File: config.mk
export PLATFORM = sky130hd
export DESIGN_NAME = lsu_mem_master
export DESIGN_NICKNAME = d
export VERILOG_FILES = /design/src/rtl/lsu_pkg.sv /design/src/rtl/lsu_lane_align.sv /design/src/rtl/lsu_mem_master.sv
export SDC_FILE = /design/constraint.sdc
export NUM_CORES = 1
export LEC_CHECK = 0
export CAP_MARGIN = 15
export CORE_MARGIN = 2
export CORE_UTILIZATION = 39
export DETAILED_ROUTE_END_ITERATION = 7
export HOLD_SLACK_MARGIN = 0.15
export PLACE_DENSITY_LB_ADDON = 0.08
export REMOVE_ABC_BUFFERS = 1
export SETUP_SLACK_MARGIN = 0.3
export SYNTH_ARGS = -nofsm -noshare
export SYNTH_HDL_FRONTEND = slang
export SYNTH_HIERARCHICAL = 1
export SYNTH_SLANG_ARGS = --single-unit
File: constraint.sdc
create_clock -name clk -period 4.55 [get_ports clk]
set_clock_uncertainty 0.05 [all_clocks]
set_input_delay 0.91 -clock clk [delete_from_list [all_inputs] [get_ports clk]]
set_output_delay 0.91 -clock clk [all_outputs]
set_load 0.01 [all_outputs]
File: src/rtl/lsu_pkg.sv
// Shared encodings for the load/store memory master: access sizes and FSM states.
package lsu_pkg;

  typedef enum logic [1:0] {
    SZ_BYTE = 2'd0,
    SZ_HALF = 2'd1,
    SZ_WORD = 2'd2,
    SZ_RSVD = 2'd3
  } size_t;

  typedef enum logic [1:0] {
    IDLE = 2'd0,
    RD   = 2'd1,
    WR   = 2'd2,
    RESP = 2'd3
  } state_t;

endpackage

File: src/rtl/lsu_lane_align.sv
// Byte/half lane steering: extracts and extends load data from a memory word,
// and builds the merged word for sub-word stores (read-modify-write).
module lsu_lane_align
  import lsu_pkg::*;
(
  input  size_t       size,
  input  logic        sign_ext,
  input  logic [1:0]  addr_lo,
  input  logic [31:0] mem_word,
  input  logic [31:0] store_data,
  output logic [31:0] load_data,
  output logic [31:0] merged_word
);

  logic [7:0]  byte_sel;
  logic [15:0] half_sel;

  // Select the addressed byte and half lanes; a half uses addr_lo[1] only.
  always_comb begin
    byte_sel = mem_word[{addr_lo, 3'b000} +: 8];
    half_sel = addr_lo[1] ? mem_word[31:16] : mem_word[15:0];
  end

  // Extend the selected lane for loads; words pass straight through.
  always_comb begin
    load_data = mem_word;
    case (size)
      SZ_BYTE: load_data = {{24{sign_ext & byte_sel[7]}}, byte_sel};
      SZ_HALF: load_data = {{16{sign_ext & half_sel[15]}}, half_sel};
      default: load_data = mem_word;
    endcase
  end

  // Replace only the addressed lane, keeping the other bytes of the word.
  always_comb begin
    merged_word = mem_word;
    case (size)
      SZ_BYTE: merged_word[{addr_lo, 3'b000} +: 8] = store_data[7:0];
      SZ_HALF: begin
        if (addr_lo[1]) merged_word[31:16] = store_data[15:0];
        else            merged_word[15:0]  = store_data[15:0];
      end
      default: merged_word = store_data;
    endcase
  end

endmodule

File: src/rtl/lsu_mem_master.sv
// Load/store initiator for a word-organised data memory. Sub-word stores are
// done as read-modify-write. Optional macro LSU_ALIGN_CHECK_EN turns
// misaligned half/word accesses into errors; without it they use the
// half lane addr[1] / ignore addr[1:0] for words.
module lsu_mem_master
  import lsu_pkg::*;
#(
  parameter int ADDR_W = 32,
  parameter int MEM_AW = 10
) (
  input  logic              clk,
  input  logic              rst_n,
  input  logic              req_valid,
  output logic              req_ready,
  input  logic              req_write,
  input  logic [1:0]        req_size,
  input  logic              req_signed,
  input  logic [ADDR_W-1:0] req_addr,
  input  logic [31:0]       req_wdata,
  output logic              resp_valid,
  output logic [31:0]       resp_rdata,
  output logic              resp_err,
  output logic              mem_read,
  output logic              mem_write,
  output logic [ADDR_W-1:0] mem_addr,
  output logic [31:0]       mem_wdata,
  input  logic [31:0]       mem_rdata
);

  state_t            state_reg, state_next;
  logic              write_reg;
  size_t             size_reg;
  logic              sign_reg;
  logic [ADDR_W-1:0] addr_reg;
  logic [31:0]       wdata_reg;
  logic [31:0]       merged_reg;
  logic [31:0]       rdata_reg;
  logic              err_reg;

  logic              accept;
  logic              req_err;
  logic              align_err;
  logic [31:0]       load_data;
  logic [31:0]       merged_word;

  // Classify an incoming request as erroneous (reserved size, out of range, misaligned).
  always_comb begin
`ifdef LSU_ALIGN_CHECK_EN
    align_err = ((req_size == SZ_HALF) && req_addr[0]) ||
                ((req_size == SZ_WORD) && (req_addr[1:0] != 2'b00));
`else
    align_err = 1'b0;
`endif
    req_err = (req_size == SZ_RSVD) || (|req_addr[ADDR_W-1:MEM_AW]) || align_err;
  end

  assign accept = req_valid && (state_reg == IDLE);

  lsu_lane_align u_lane_align (
    .size        (size_reg),
    .sign_ext    (sign_reg),
    .addr_lo     (addr_reg[1:0]),
    .mem_word    (mem_rdata),
    .store_data  (wdata_reg),
    .load_data   (load_data),
    .merged_word (merged_word)
  );

  // State register.
  always_ff @(posedge clk or negedge rst_n) begin
    if (!rst_n) state_reg <= IDLE;
    else        state_reg <= state_next;
  end

  // Next-state and memory/handshake outputs.
  always_comb begin
    state_next = state_reg;
    req_ready  = 1'b0;
    resp_valid = 1'b0;
    mem_read   = 1'b0;
    mem_write  = 1'b0;
    mem_addr   = '0;
    mem_wdata  = '0;
    case (state_reg)
      IDLE: begin
        req_ready = 1'b1;
        if (req_valid) begin
          if (req_err)                                    state_next = RESP;
          else if (req_write && (req_size == SZ_WORD))    state_next = WR;
          else                                            state_next = RD;
        end
      end
      RD: begin
        mem_read   = 1'b1;
        mem_addr   = {addr_reg[ADDR_W-1:2], 2'b00};
        state_next = write_reg ? WR : RESP;
      end
      WR: begin
        mem_write  = 1'b1;
        mem_addr   = {addr_reg[ADDR_W-1:2], 2'b00};
        mem_wdata  = (size_reg == SZ_WORD) ? wdata_reg : merged_reg;
        state_next = RESP;
      end
      RESP: begin
        resp_valid = 1'b1;
        state_next = IDLE;
      end
      default: state_next = IDLE;
    endcase
  end

  // Request capture, RMW merge buffer and response registers (updated only when entering RESP).
  always_ff @(posedge clk or negedge rst_n) begin
    if (!rst_n) begin
      write_reg  <= 1'b0;
      size_reg   <= SZ_BYTE;
      sign_reg   <= 1'b0;
      addr_reg   <= '0;
      wdata_reg  <= '0;
      merged_reg <= '0;
      rdata_reg  <= '0;
      err_reg    <= 1'b0;
    end else begin
      if (accept) begin
        write_reg <= req_write;
        size_reg  <= size_t'(req_size);
        sign_reg  <= req_signed;
        addr_reg  <= req_addr;
        wdata_reg <= req_wdata;
        if (req_err) begin
          rdata_reg <= '0;
          err_reg   <= 1'b1;
        end
      end
      if (state_reg == RD) begin
        if (write_reg) begin
          merged_reg <= merged_word;
        end else begin
          rdata_reg <= load_data;
          err_reg   <= 1'b0;
        end
      end
      if (state_reg == WR) begin
        rdata_reg <= '0;
        err_reg   <= 1'b0;
      end
    end
  end

  assign resp_rdata = rdata_reg;
  assign resp_err   = err_reg;

endmodule

==> results of run 1 <==
worst max-delay path: cells and delay by family (launching register included):
| family | cells | cell delay, ns |
|---|---|---|
| buffers and inverters | 2 | 0.69 |
| adders and majority gates | 1 | 0.76 |
| DFF | 1 | 0.41 |
| AOI/OAI and AO/OA | 1 | 0.36 |
area by class of cell:
| type | count | share of cell area [%] |
|---|---|---|
| tap | 265 | 3.130 |
| clock buffer | 26 | 4.712 |
| clock inverter | 3 | 0.4016 |
| multi-input combinational | 588 | 39.12 |
| timing repair buffer | 217 | 20.14 |
| sequential | 135 | 31.90 |
| inverter | 17 | 0.6023 |
metrics by stage:
stage                     setup slack (ns)  cells  util, %
after global placement               1.359   1222    51.15
final                               0.9421   1251    53.90
after floorplan                     0.8284    740        -
after CTS                           0.8705   1251    53.90
after global routing                0.7480   1251    53.90
after detailed placement             1.318   1222    51.15
metal layers:
metal  vias to the layer above  GRT usage, %  wire (um)
li1                       3250             -          -
met1                      3355         31.84      11120
met2                       285         34.46      10690
met3                        37         7.156       2105
met4                         4         7.961        586
met5                         -             0         22
cell families after synthesis:
kind of cell	after synthesis
simple gates	258
compound gates	200
flops	135
mux	119
buf+inv	84
fa+ha+maj	9
other cells	1
placed cells by master (no fill, tap or decap), types with 4 or more instances in the layout:
cell	netlist	routed
o21ai_0	15	15
ha_1	9	8
nor2_1	11	11
nand4_1	32	32
a21boi_1	32	32
mux2i_1	16	16
and2_1	30	30
a221o_1	6	6
o22ai_1	5	5
nor2b_1	14	12
nand2_1	141	140
clkbuf_8	0	4
a222oi_1	5	5
clkbuf_1	41	5
a211o_1	7	7
a22o_1	8	8
nand2b_1	12	12
mux2_2	8	8
dfrtp_1	135	134
a22oi_1	32	32
clkbuf_16	0	17
buf_4	2	16
a21oi_1	66	65
nor4_1	4	4
o221ai_1	10	10
mux2_1	94	94
clkdlybuf4s50_1	0	200
inv_1	16	16
a221oi_1	6	6
power breakdown:
group	leakage (uW)	switching (uW)	internal, uW	total [uW]
Combinational	0.00249	2070	2070	4150
Sequential	0.00167	515	1780	2290
Clock	0.000262	491	799	1290
worst max path at each step:
stage / from / end / depth (start not counted)
global route: size_reg[1] / mem_wdata[23] / 5
global placement: state_reg[0] / mem_wdata[5] / 4
CTS: state_reg[0] / mem_wdata[5] / 4
detailed placement: state_reg[0] / mem_wdata[5] / 4
finish: state_reg[0] / mem_wdata[5] / 4
floorplan: size_reg[1] / mem_wdata[0] / 3
==> run metrics, run 1 <==
Ys Warns=6; WHS=0.4302 ns; part of the cycle the worst path needs=79.29%; Post-CTS Setup Repair Bufs=0; worst-path maximum fanout=45; slowest stage cell on the critical path=ha_2; CORE AREA=between 0.015 and 0.02 sq mm; vias=6,931; total power=7729 uW; Via-to-Cell Ratio=between 5 and 6; WP data arrival=2.65 ns; nets=1,088; Syn-to-layout area delta=34.70%; RSZ-0062 raised after global routing=no; largest net degree at the start of global routing=92; number of antenna diodes=0; initial DRC count=487; leakage=0.004420 uW; Worst Hold Class=flip-flop to flip-flop; Clock Sinks=135; Root Driver=clkbuf_16; Post-synth top cells=nand2_1 (141), dfrtp_1 (135), mux2_1 (94), a21oi_1 (66), clkbuf_1 (41); hold_sp=addr_reg[4]; drt pass-1 iters=5; Total Die Area=0.02132 sq mm; Routed WL=around 25,000 um; CTS resizes=0; # port buffers=roughly 200; status=complete, no violations; global-route wire length before repair=between 30,000 and 40,000 um; Mean Syn Cell Area=9.758 sq um; CP Launch Type=flip-flop; CTS Buffer Depth=2; Multi-input gate area=0.004144 sq mm; worst r2r src=size_reg[1]; number of hold buffers added after CTS=0; chip width=146.0 um; Crit. End Element=primary output; Cell Area, Synth=just under 0.008 sq mm; worst hold path depth=1; register area=0.003379 sq mm; Synth Area in Compound Gates=17.90%; DRC=0; # rows=51; fin area=0.01059 sq mm; post-synthesis cell type count=54; I/O pin count=~200; Max-Cap Viols=0; CTS tree=done; worst r2r dst=merged_reg[14]; Initial Util=40.02%; Async SR Flop Fraction=100.0%; Hold EP=addr_reg[4]; layout cells sized above 1=6.592%; Post-Synth Simple-Gate Area=16.19%; Max stage delay on crit path=0.76 ns; flops & latches, synth=135; Synth Flop Type=dfrtp_1; DRT antenna net count=0; CP cell instances=inv_1 > ha_2 > a21boi_1 > clkdlybuf4s50_1; antenna violations before repair=2; largest family of logic cells by synthesized area=compound AO/OA/AOI/OAI gates; xor and xnor area share after synthesis=0%; CTS H-tree depth=4; minimum clock period=3.608 ns; post-synth top area share=between 40% and 50%; Post-Place Cell Area=0.01005 sq mm; Mapped Cells=between 800 and 900; FF-to-FF setup slack=1.80 ns; area leader, netlist=dfrtp_1; Fillers=between 1,500 and 2,000; global route total overflow=0; WL per Instance=around 20 um; Slew @ Worst Pin=0.9990 ns; chip height=about 150 um; vias in the first global route=6,792; Clock transition at path regs=0.06 ns; post-synthesis adder-cell area fraction=1.432%; endpoints failing setup=0; most common cell in the synthesized netlist=nand2_1; mux contribution to synthesized area=16.83%; setup_tns=0 ns; Area contributors post-synth=dfrtp_1 (43%), mux2_1 (13%), nand2_1 (6.7%); FMAX=277.2 MHz; Setup CP Type=flip-flop to primary output; Final Wtd Congestion=0.8293; EDFF count, synth=0; Inserted Clock Buffers=17; Max-slew headroom=33.40%; sequential share of the synthesized area=42.95%; Hold Fails Final Rpt=0; Slew Limit Fails=0; Reg2Reg Depth=7; clk_lat worst skew=around 0.42 ns; GRT Total Usage=23.08%; P per Cell Area=729.5 mW/mm^2; peak supply drop=412.2 uV; CP required=~3.6 ns; detailed placement HPWL=~17,000 um
(Power assumes the default switching activity.)
==> run 2: changes to the inputs <==
clock period = 3.5 ns   (was 4.55 ns; I/O delays follow)
==> run 2 against run 1 <==
First-iteration DRC count increased by 15%. Final cell count increased by 1.1%. Routed wire length increased by 1.7%. Sequential share of layout area decreased by 0.45 points.
==> run metrics, run 2 (synthesis results as in run 1) <==
GRT Total Usage=23.32% (was 23.08%); Slew @ Worst Pin=0.7149 ns (was 0.9990 ns); vias=7,010 (was 6,931); minimum clock period=3.032 ns; Clock power frac=17.0% (was 16.7%); fin area=0.01076 sq mm (was 0.01059 sq mm); slowest stage cell on the critical path=clkdlybuf4s50_1 (was ha_2); Total Die Area=0.02132 sq mm (unchanged); WHS=0.2237 ns (was 0.4302 ns); Multi-input gate area=0.004154 sq mm (was 0.004144 sq mm); Post-Place Cell Area=0.01016 sq mm (was 0.01005 sq mm); Inserted Clock Buffers=17 (unchanged); largest net degree at the start of global routing=70 (was 92); Worst Path Buf+Inv=2 (unchanged); CTS H-tree depth=4 (unchanged); CP Launch Type=flip-flop (unchanged); Final Wtd Congestion=0.8019 (was 0.8293); CORE AREA=0.01965 sq mm (unchanged); post-route core utilization=54.74% (was 53.90%); CP top delay family=buffers and inverters (was adder cells); DRT antenna net count=0 (unchanged); I/O pin count=204 (unchanged); chip width=146.0 um (unchanged); pre-CTS setup slack=0.6184 ns (was 1.318 ns); Setup CP Type=flip-flop to primary output (unchanged); Sw Share=40.64% (was 39.86%); WL per Instance=19.71 um (was 19.60 um); Fillers=1,849 (was 1,833); chip height=146.0 um (unchanged); status=complete, no violations (unchanged); layout cells sized above 1=8.500% (was 6.592%); vias in the first global route=6,942 (was 6,792); global-route wire length before repair=39,640 um (was 38,890 um); register area=0.003383 sq mm (was 0.003379 sq mm); worst-path maximum fanout=24 (was 45); part of the cycle the worst path needs=86.62%; initial DRC count=560 (was 487); DRC=0 (unchanged); antenna violations before repair=0 (was 2); Hold Fails Final Rpt=0 (unchanged); # rows=51 (unchanged); Combinational Power Share=53.8% (was 53.7%); DP Cell Count=1,231 (was 1,222); number of antenna diodes=0 (unchanged); leakage=0.004505 uW (was 0.004420 uW); drt pass-1 iters=6 (was 5); peak supply drop=501.2 uV (was 412.2 uV); P_int=6076 uW (was 4648 uW); Max-slew headroom=52.24% (was 33.40%); Slew Limit Fails=0 (unchanged); Initial Util=40.02% (unchanged); most common cell after layout, fill and taps aside=clkdlybuf4s50_1 (unchanged); fin cells=1,265 (was 1,251); Net Switching=4160 uW (was 3080 uW); endpoints failing setup=0 (unchanged); Max-Cap Viols=0 (unchanged); nets=1,099 (was 1,088); detailed placement HPWL=17,240 um (was 16,930 um); RSZ-0062 raised after global routing=no (unchanged); worst r2r src=addr_reg[0] (was size_reg[1]); CP cell instances=nand2b_1 > buf_4 > nand2_1 > a21boi_1 > clkdlybuf4s50_1 (was inv_1 > ha_2 > a21boi_1 > clkdlybuf4s50_1); CTS Buffer Depth=2 (unchanged); global route total overflow=0 (unchanged); FMAX=around 330 MHz; Via-to-Cell Ratio=5.542 (was 5.540); CTS tree=done (unchanged); sequential power share=29.2% (was 29.7%); WP data arrival=2.28 ns (was 2.65 ns); worst setup margin=0.4682 ns (was 0.9421 ns); CP required=2.75 ns (was 3.59 ns); # port buffers=201 (unchanged); Crit. End Element=primary output (unchanged); Worst Hold Class=input pin to asynchronous set/reset pin (was flip-flop to flip-flop); most frequent cells in the layout=clkdlybuf4s50_1 (200), nand2_1 (140), dfrtp_1 (133), mux2_1 (94), a21oi_1 (65) (was clkdlybuf4s50_1 (200), nand2_1 (140), dfrtp_1 (134), mux2_1 (94), a21oi_1 (65)); Syn-to-layout area delta=36.80% (was 34.70%); Routed WL=24,930 um (was 24,520 um); P per Cell Area=951.3 mW/mm^2 (was 729.5 mW/mm^2); Max stage delay on crit path=0.58 ns (was 0.76 ns); Clock transition at path regs=0.06 ns (about the same); Root Driver=clkbuf_16 (unchanged); clk_lat worst skew=0.42 ns (about the same); Clock Sinks=135 (unchanged); crit path launch=size_reg[1] (was state_reg[0])
## run 2: changes by cell type in the layout (fill, tap and decap cells not counted), moves of 3 or more
cell	before	now
inv_6	0	4
buf_12	0	3
clkinv_2	1	5
clkbuf_8	4	1
buf_4	16	22
clkbuf_1	5	0
## run 2: worst paths after layout
| kind | endpoint | cells past startpoint | slack (ns) |
|---|---|---|---|
| min in group clk | addr_reg[13] | 1 | 0.43 |
| max | mem_wdata[5] | 5 | 0.47 |
| min reg2reg | addr_reg[13] | 1 | 0.43 |
| max reg2reg | merged_reg[10] | 7 | 0.78 |
| max in group asynchronous | addr_reg[30] | 3 | 2.26 |
| min | wdata_reg[18] | 1 | 0.22 |
## run 2: layout make-up
cell class | count | area share (%)
clock buffer | 18 | 4.082
clock inverter | 14 | 1.140
inverter | 17 | 0.5931
multi-input combinational | 588 | 38.61
sequential | 135 | 31.45
tap | 265 | 3.082
timing repair buffer | 228 | 21.05
## run 2: power by group through the flow
stage,sequential [uW],clock (uW),combinational (uW)
CTS,3000,1780,5490
finish,2990,1740,5500
detailed placement,3020,0,5440
floorplan,2940,0,3000
global route,3110,1840,6010
global placement,3010,0,5420
## run 2: worst reg2reg max path, delay by kind of cell, from the launching register on
kind	cells	cell delay, ns
AND/OR/NAND/NOR	2	0.91
flip-flops	1	0.70
multiplexers	1	0.12
AO/OA/AOI/OAI	1	0.22
adder cells (fa/ha/maj)	1	0.42
buffers and inverters	2	0.25
## run 2: metrics by stage
stage | power [uW] | TNS (ns)
6_report | 10240 | 0
5_1_grt | 10950 | 0
4_1_cts | 10270 | 0
3_5_place_dp | 8454 | 0
3_3_place_gp | 8432 | 0
2_1_floorplan | 5941 | -0.3704
## run 2: what timing repair did
action	4_1_cts	5_1_grt
hold buffers	0	0
setup endpoints to repair	22	30
setup buffers	0	2
gates cloned	0	0
gates resized for setup	2	4
## run 2: per-layer routing
layer	share of wire (%)	vias to the layer above	GRT usage [%]
li1	-	3269	-
met1	45	3423	32.05
met2	45	295	36.08
met3	8.8	23	7.250
met4	1.3	0	5.631
met5	0	-	0
==> run 3: changes to the inputs <==
CTS_CLUSTER_DIAMETER = 100   (was not set)
==> results of run 3 <==
Final layout, timing and power as in run 2 (identical DEF).
